[config.mk]
export PLATFORM = sky130hd
export DESIGN_NAME = vending_mealy_param
export DESIGN_NICKNAME = d
export VERILOG_FILES = /design/src/rtl/vending_mealy_param.sv
export SDC_FILE = /design/constraint.sdc
export NUM_CORES = 1
export LEC_CHECK = 0
export BUFFER_PORTS_ARGS = -buffer_cell sky130_fd_sc_hd__buf_2
export CORE_UTILIZATION = 60
export DETAILED_ROUTE_END_ITERATION = 10
export PLACE_DENSITY = 0.93
export SKIP_CTS_REPAIR_TIMING = 1
export SYNTH_ARGS = -nofsm -noshare
export SYNTH_HDL_FRONTEND = slang
export SYNTH_SLANG_ARGS = --single-unit
export TNS_END_PERCENT = 10
[constraint.sdc]
create_clock -name clk -period 5.99 [get_ports clk]
set_input_delay 0.2995 -clock clk [delete_from_list [all_inputs] [get_ports clk]]
set_output_delay 0.2995 -clock clk [all_outputs]
set_load 0.01 [all_outputs]
[src/rtl/vending_mealy_param.sv]
// vending_mealy_param: 5/10/25 coin vending FSM with Mealy dispense and chg5 change/refund pulse train.
module vending_mealy_param #(
    parameter int PRICE    = 20,
    parameter int CREDIT_W = 6,
    parameter int EN_Q25   = 1
) (
    input  logic                clk,
    input  logic                rst,
    input  logic [1:0]          coin,
    input  logic                cancel,
    output logic                dispense,
    output logic                chg5,
    output logic                coin_reject,
    output logic                busy,
    output logic [CREDIT_W+2:0] credit
);
    localparam logic [CREDIT_W-1:0] P5 = CREDIT_W'(PRICE / 5);
    typedef enum logic {ACCEPT, PAYOUT} state_t;
    state_t state_q, state_d;
    logic [CREDIT_W-1:0] credit_q, credit_d, payout_q, payout_d, v, sum, chg;
    always_comb begin
        v = coin == 2'b01 ? CREDIT_W'(1) :
            coin == 2'b10 ? CREDIT_W'(2) :
            (coin == 2'b11 && EN_Q25 != 0) ? CREDIT_W'(5) : '0;
        sum = credit_q + v;
        chg = sum - P5;
        credit_d = credit_q;
        payout_d = payout_q;
        dispense = 1'b0;
        chg5 = 1'b0;
        coin_reject = 1'b0;
        if (rst) begin
            credit_d = '0;
            payout_d = '0;
        end else if (state_q == PAYOUT) begin
            chg5 = 1'b1;
            coin_reject = coin != 2'b00;
            payout_d = payout_q - 1'b1;
        end else if (cancel) begin
            coin_reject = coin != 2'b00;
            if (credit_q != '0) begin
                chg5 = 1'b1;
                payout_d = credit_q - 1'b1;
                credit_d = '0;
            end
        end else if (coin != 2'b00 && v == '0) begin
            coin_reject = 1'b1;
        end else if (sum >= P5) begin
            // credit stays below P5 between coins, so this only fires on a real coin
            dispense = 1'b1;
            chg5 = chg != '0;
            payout_d = chg != '0 ? chg - 1'b1 : '0;
            credit_d = '0;
        end else begin
            credit_d = sum;
        end
        state_d = payout_d != '0 ? PAYOUT : ACCEPT;
    end
    always_ff @(posedge clk) begin
        if (rst) begin
            state_q <= ACCEPT;
            credit_q <= '0;
            payout_q <= '0;
        end else begin
            state_q <= state_d;
            credit_q <= credit_d;
            payout_q <= payout_d;
        end
    end
    assign busy = state_q == PAYOUT;
    assign credit = {1'b0, credit_q, 2'b00} + (CREDIT_W+3)'(credit_q);
endmodule

==> reports/metrics.csv, run 1 <==
metric;value;unit
start_kind;flip-flop;
path_class;flip-flop to flip-flop;
max_freq;280;MHz
yosys.area.top_type;dfxtp_1;
clock_sink_count;13;
period_share;59.7;%
path_max_fanout;7;
postSynthAreaPerCell;8.05;um2
skew;9.15;ps
vdd_drop_max;0.321;mV
area_growth;3.71;%
vias_per_cell;6.14;
max_stage_delay;540;ps
yosys_warnings;0;
initial_core_util;64.0;%
drt_iter0_drc;46;
h-tree-depth;1;
vias;1448;
drive_gt1_share;18.0;%
clock_path_buffers;2;
synth_nets;216;
p_leak;0.724;nW
synth-edff-count;0;
cts_buffers;3;
syn_area;1590;um2
rsz0062_at_grt;false;
antenna_cells;0;
power.density;231;nW/um2
power;0.380;mW
hold_viol_final;0;
dp_hpwl;2640;um
maxCapViolCount;0;
io_pins;18;
insertion_delay;290;ps
grt_pass1_vias;1274;
antenna_found_initial;0;
cp.required;6160;ps
crit_chain;ha_1 > a211oi_2 > nor2_1 > xnor2_1 > ha_1 > nor4_1 > o31ai_1 > xor2_1 > nor4_1 > o31a_1 > or4b_1;
grt_use_total;28.4;%
tightestPinTransition;768;ps
slew_viol_final;0;
cp_num_buf_inv;0;
grt_max_degree;19;
drc;0;
grt_pass1_wl;5840;um
synth_area_leaders;dfxtp_1, ha_1, xnor2_1;
cts-root-buf;clkbuf_4;
path_clk_slew;90;ps
finalWeightedCongestion;0.962;
cp_top_family;simple AND/OR/NAND/NOR gates;
netlist_instances;197;
num-nets-final;226;
async_reset_ff_share;0;%
synth_common_cells;nor2_1, nand2_1, dfxtp_1, inv_1, ha_1;
wl;3500;um
yosysMostFrequentCell;nor2_1;
slew_headroom;48.7;%
cts_tree;yes;
synth.distinct_cells;62;
yosysSeqAreaShare;16.4;%
die_w;53.4;um
synth_top_area_share;16.4;%
ant_nets;0;
fin_setup_tns;0;ps
r2r_slack;2410;ps
setup_viol;0;
fillers;216;
ys_ff_latch;13;
grt.overflow.total;0;
cp.arrival;3750;ps
die_h;53.4;um
core-area;2480;um2
cp_slowest_cell;dfxtp_1;
wl_per_cell;14.8;um
cp-end-kind;flip-flop;
outcome;complete, no violations;
period_needed;3580;ps
row_count;18;
drt_first_pass_iters;4;
dieArea;2850;um2
synth_top_flop_cell;dfxtp_1;
hold_path_class;input port to flip-flop;
port_buffers;17;
layout by cell type, fill, tap and decap left out, types with 3 or more instances in the layout:
cell,count
a31oi_1,3
a21o_1,3
o21a_1,3
buf_2,17
a21oi_1,6
xor2_1,8
a211oi_2,3
dfxtp_1,13
nand2_1,16
nor2b_1,4
clkbuf_4,3
xnor2_1,8
ha_1,12
o211ai_1,5
inv_1,13
nor2_1,18
and2_1,5
nor4_1,3
o21ai_0,6
nand2b_1,4
nor3_1,4
a211oi_1,3
state kept, by name, summed over array words and instances, names as in the netlist:
signal,cells
payout_q,6
busy,1
credit_q,6
cells by family after synthesis:
family,after synthesis,synth area share [%]
buffers and inverters,27,9.46
flip-flops,13,16.4
AO/OA/AOI/OAI,53,26.5
adder cells (fa/ha/maj),14,12.0
multiplexers,2,1.34
XOR/XNOR,17,9.86
AND/OR/NAND/NOR,71,24.4
worst reg2reg max path, stage by stage (launching register included):
cell      delay [ps]
dfxtp_1          540
ha_1             320
a211oi_2         490
nor2_1           150
xnor2_1          170
ha_1             330
nor4_1           350
o31ai_1          150
xor2_1           170
nor4_1            60
o31a_1           270
or4b_1           460
final cells by class:
cell class	instances	area [um2]	share of cell area, %
repair buffers	17	85.1	5.17
well taps	30	37.5	2.28
inverters	15	58.8	3.57
multi-input cells	157	1180	71.5
flip-flops and latches	13	260	15.8
clock inverters	1	5.00	0.304
clock buffers	3	22.5	1.37
final timing paths:
kind,from,end,depth (start not counted)
worst max-delay path,credit_q[1],busy,11
worst min-delay path,rst,credit_q[1],2
worst min register to register,payout_q[0],payout_q[0],1
worst max register to register,credit_q[1],busy,11
stage by stage:
step / util, % / worst slack, ps / instances / hold slack [ps] / instance area, um2
2_1_floorplan: - / 2890 / 197 / 436 / 1590
3_3_place_gp: 65.3 / 2400 / 232 / 522 / 1620
3_5_place_dp: 65.3 / 2390 / 232 / 501 / 1620
4_1_cts: 66.4 / 2460 / 236 / 297 / 1650
5_1_grt: 66.4 / 2200 / 236 / 299 / 1650
6_report: 66.4 / 2410 / 236 / 300 / 1650
per-layer routing:
layer | wire, um | part of all wire (%) | global-route usage [%]
met2 | 1610 | 46 | 46.3
met4 | 32 | 0.92 | 7.89
met5 | 0 | 0 | 0
met1 | 1610 | 46 | 36.2
met3 | 241 | 6.9 | 7.18
power breakdown:
part	switching (mW)	internal (mW)
registers	0.0261	0.106
clock network	0.0309	0.0248
logic	0.106	0.0858
total	0.163	0.217
Note: power is estimated with default switching activity, not from simulation.
==> run 2, diff against run 1 <==
- CORE_UTILIZATION: 60 -> 59
- PLACE_DENSITY: 0.93 -> 0.91
- clock period: 5.99 -> 3.3 ns (I/O delays scaled with it)
==> reports/metrics.csv, run 2 (synthesis gave the netlist of run 1 again) <==
metric;value;unit
outcome;complete, no violations;
initial_core_util;63.5;%
num-nets-final;236;
fin_setup_tns;0;ps
final_common_cell;nor2_1;
grt_pass1_wl;6140;um
clock_sink_count;13;
path_clk_slew;90;ps
core-area;2500;um2
cp.required;3480;ps
cp-end-kind;flip-flop;
antenna_cells;0;
max_freq;325;MHz
period_share;93.3;%
reg2regPathDepth;11;
path_max_fanout;3;
r2r_slack;220;ps
io_pins;18;
r2r_start;credit_q[1];
port_buffers;17;
cts-root-buf;clkbuf_4;
die_w;53.9;um
hold_viol_final;0;
vias;1567;
drt_iter0_drc;55;
start_kind;flip-flop;
finalWeightedCongestion;0.934;
grt_max_degree;18;
grt_pass1_vias;1423;
hp-start;rst;
grt_use_total;29.4;%
period_needed;3080;ps
hold_path_class;input port to flip-flop;
skew;2.10;ps
vias_per_cell;6.37;
drive_gt1_share;22.7;%
r2r-end;busy;
holdPathStages;2;
wl_per_cell;15.4;um
tightestPinTransition;434;ps
slew_headroom;71.0;%
insertion_delay;290;ps
drt_first_pass_iters;4;
antenna_found_initial;0;
maxCapViolCount;0;
p_leak;0.773;nW
most-common-layout-cells;nor2_1, buf_2, nand2_1, inv_1, dfxtp_1;
dp_hpwl;2900;um
drc;0;
ant_nets;0;
die_h;53.9;um
h-tree-depth;1;
fillers;213;
row_count;18;
holdPathEnd;credit_q[0];
slew_viol_final;0;
power;0.704;mW
wl;3790;um
cp.arrival;3260;ps
vdd_drop_max;0.385;mV
clock_path_buffers;2;
setup_viol;0;
cts_buffers;3;
dieArea;2900;um2
cts_tree;yes;
grt.overflow.total;0;
path_class;flip-flop to flip-flop;
power.density;407;nW/um2
fin_util;69.2;%
area_growth;8.99;%
==> run 2: worst max-delay path by stage <==
stage           end   startpoint  slack, ps
6_report       busy  credit_q[1]        220
5_1_grt        busy  credit_q[1]        -30
4_1_cts        busy  credit_q[0]        110
3_5_place_dp   busy      coin[0]        120
3_3_place_gp   busy      coin[0]        180
2_1_floorplan  busy  credit_q[0]        220
==> run 2: routing by layer <==
layer | share of wire (%) | GRT usage (%)
met1 | 42 | 35.8
met2 | 47 | 48.4
met3 | 8.2 | 8.19
met4 | 2.0 | 11.8
met5 | 0 | 0
==> run 2: metrics by stage <==
step | setup WS, ps | instance area (um2) | hold WS, ps | cells
floorplan | 217 | 1590 | 436 | 197
global placement | 176 | 1690 | 459 | 242
detailed placement | 119 | 1690 | 469 | 242
CTS | 113 | 1720 | 148 | 246
global route | -30.8 | 1730 | 150 | 246
finish | 220 | 1730 | 158 | 246
==> run 2: final cells by class <==
| cell class | count | area, um2 | share of cell area (%) |
|---|---|---|---|
| clock buffer | 3 | 22.5 | 1.30 |
| clock inverter | 1 | 5.00 | 0.289 |
| inverter | 15 | 58.8 | 3.40 |
| multi-input combinational | 157 | 1180 | 68.5 |
| sequential | 13 | 260 | 15.1 |
| tap | 30 | 37.5 | 2.17 |
| timing repair buffer | 27 | 160 | 9.26 |
==> run 2: worst max-delay path: stages (launching register included) <==
cell and delay, ps:
dfxtp_1 360, ha_1 340, a211oi_2 310, nor2_1 100
xnor2_1 200, ha_1 290, nor4_2 310, o31ai_1 130
xor2_1 150, nor4_1 60, o31a_1 270, or4b_1 450
==> run 2: power by group <==
| group | internal, mW | switching (mW) | leakage [nW] | total [mW] |
|---|---|---|---|---|
| clock | 0.0451 | 0.0613 | 0.0177 | 0.106 |
| sequential | 0.193 | 0.0433 | 0.107 | 0.236 |
| combinational | 0.162 | 0.199 | 0.649 | 0.362 |
==> run 3, diff against run 2 <==
- CORE_UTILIZATION: 59 -> 37
- PLACE_DENSITY: 0.91 -> 0.66
- RECOVER_POWER: default -> 25
==> reports/metrics.csv, run 3 (synthesis gave the netlist of run 1 again) <==
metric;value;unit
r2r-end;busy;
antenna_found_initial;0;
skew;1.10;ps
slew_viol_final;0;
fin_setup_tns;0;ps
drt_first_pass_iters;5;
hold_slack;242;ps
port_buffers;17;
area_growth;10.9;%
holdPathEnd;credit_q[1];
final_common_cell;nor2_1;
cp_slowest_cell;or4b_1;
holdPathStages;2;
clock_sink_count;13;
p_leak;0.763;nW
start_kind;flip-flop;
grt_max_degree;18;
vdd_drop_max;0.158;mV
slew_headroom;63.3;%
setup_viol;0;
maxCapViolCount;0;
die_h;67.5;um
ant_nets;0;
dp.cells;262;
cts_tree;yes;
dp_hpwl;3040;um
hp-start;rst;
antenna_cells;0;
cts-root-buf;clkbuf_8;
wl;3790;um
power.density;422;nW/um2
period_share;91.5;%
h-tree-depth;1;
core-area;4060;um2
dieArea;4550;um2
reg2regPathDepth;9;
rsz0062_at_grt;false;
outcome;complete, no violations;
tightestPinTransition;551;ps
grt_pass1_wl;6680;um
wl_per_cell;14.2;um
vias;1465;
path_max_fanout;9;
finalNonFillerCells;266;
finalWeightedCongestion;0.887;
r2r_start;credit_q[0];
r2r_slack;280;ps
fillers;411;
drc;0;
cts_buffers;3;
cp.arrival;3150;ps
hold_viol_final;0;
path_class;flip-flop to flip-flop;
drt_iter0_drc;141;
grt_pass1_vias;1407;
insertion_delay;250;ps
most-common-layout-cells;nor2_1, nand2_1, buf_2, inv_1, dfxtp_1;
cp-end-kind;flip-flop;
row_count;23;
grt_use_total;19.4;%
io_pins;18;
vias_per_cell;5.51;
path_clk_slew;60;ps
crit_chain;ha_1 > fa_2 > nand2b_1 > o221a_2 > or3_4 > a211oi_2 > nor4_1 > o31a_1 > or4b_1;
hold_path_class;input port to flip-flop;
max_freq;331;MHz
grt.overflow.total;0;
clock_path_buffers;2;
initial_core_util;39.1;%
cp.required;3420;ps
die_w;67.5;um
period_needed;3020;ps
power;0.742;mW
num-nets-final;236;
cp-startpoint;credit_q[0];
drive_gt1_share;20.4;%
max_stage_delay;450;ps
run 3: cell count changes in the layout (fill, tap and decap cells not counted):
cell	change
and2_1	-1
buf_2	-1
clkbuf_8	+3
clkbuf_4	-3
and2_0	+1
clkbuf_1	+5
clkinv_2	-1
buf_4	-3
run 3: cell type report:
type	count	area, um2	area share, %
tap	50	62.6	3.56
inverter	15	58.8	3.34
multi-input combinational	157	1180	67.4
timing repair buffer	27	148	8.39
clock buffer	4	45.0	2.56
sequential	13	260	14.8
run 3: how the worst max path moves through the flow:
stage                     slack, ps  endpoint  cells past startpoint
after floorplan                 220      busy                     12
after global placement          140      busy                     13
after detailed placement        100      busy                     12
after CTS                       100      busy                     11
after global routing             80      busy                     11
final                           280      busy                      9
run 3: power breakdown:
group	total, mW	switching, mW	internal (mW)
clock network	0.147	0.0615	0.0855
registers	0.239	0.0459	0.193
logic	0.356	0.197	0.159
run 3: metrics by stage:
step	setup WS (ps)	util (%)	area, um2
after floorplan	217	-	1590
after global placement	136	42.3	1720
after detailed placement	105	42.3	1720
after CTS	103	43.4	1760
after global routing	84.0	43.4	1760
final	279	43.4	1760
run 3: layer usage:
metal | GRT usage, % | share of wire [%]
met5 | 0 | 0
met4 | 5.05 | 0.87
met3 | 3.04 | 6.0
met2 | 31.1 | 46
met1 | 26.8 | 47
run 3: worst max-delay path: cells and delay by family (launching register included):
family / cells / cell delay [ps]
and+or+nand+nor: 4 / 1090
DFF: 1 / 310
adders and majority gates: 2 / 670
AOI/OAI and AO/OA: 3 / 820
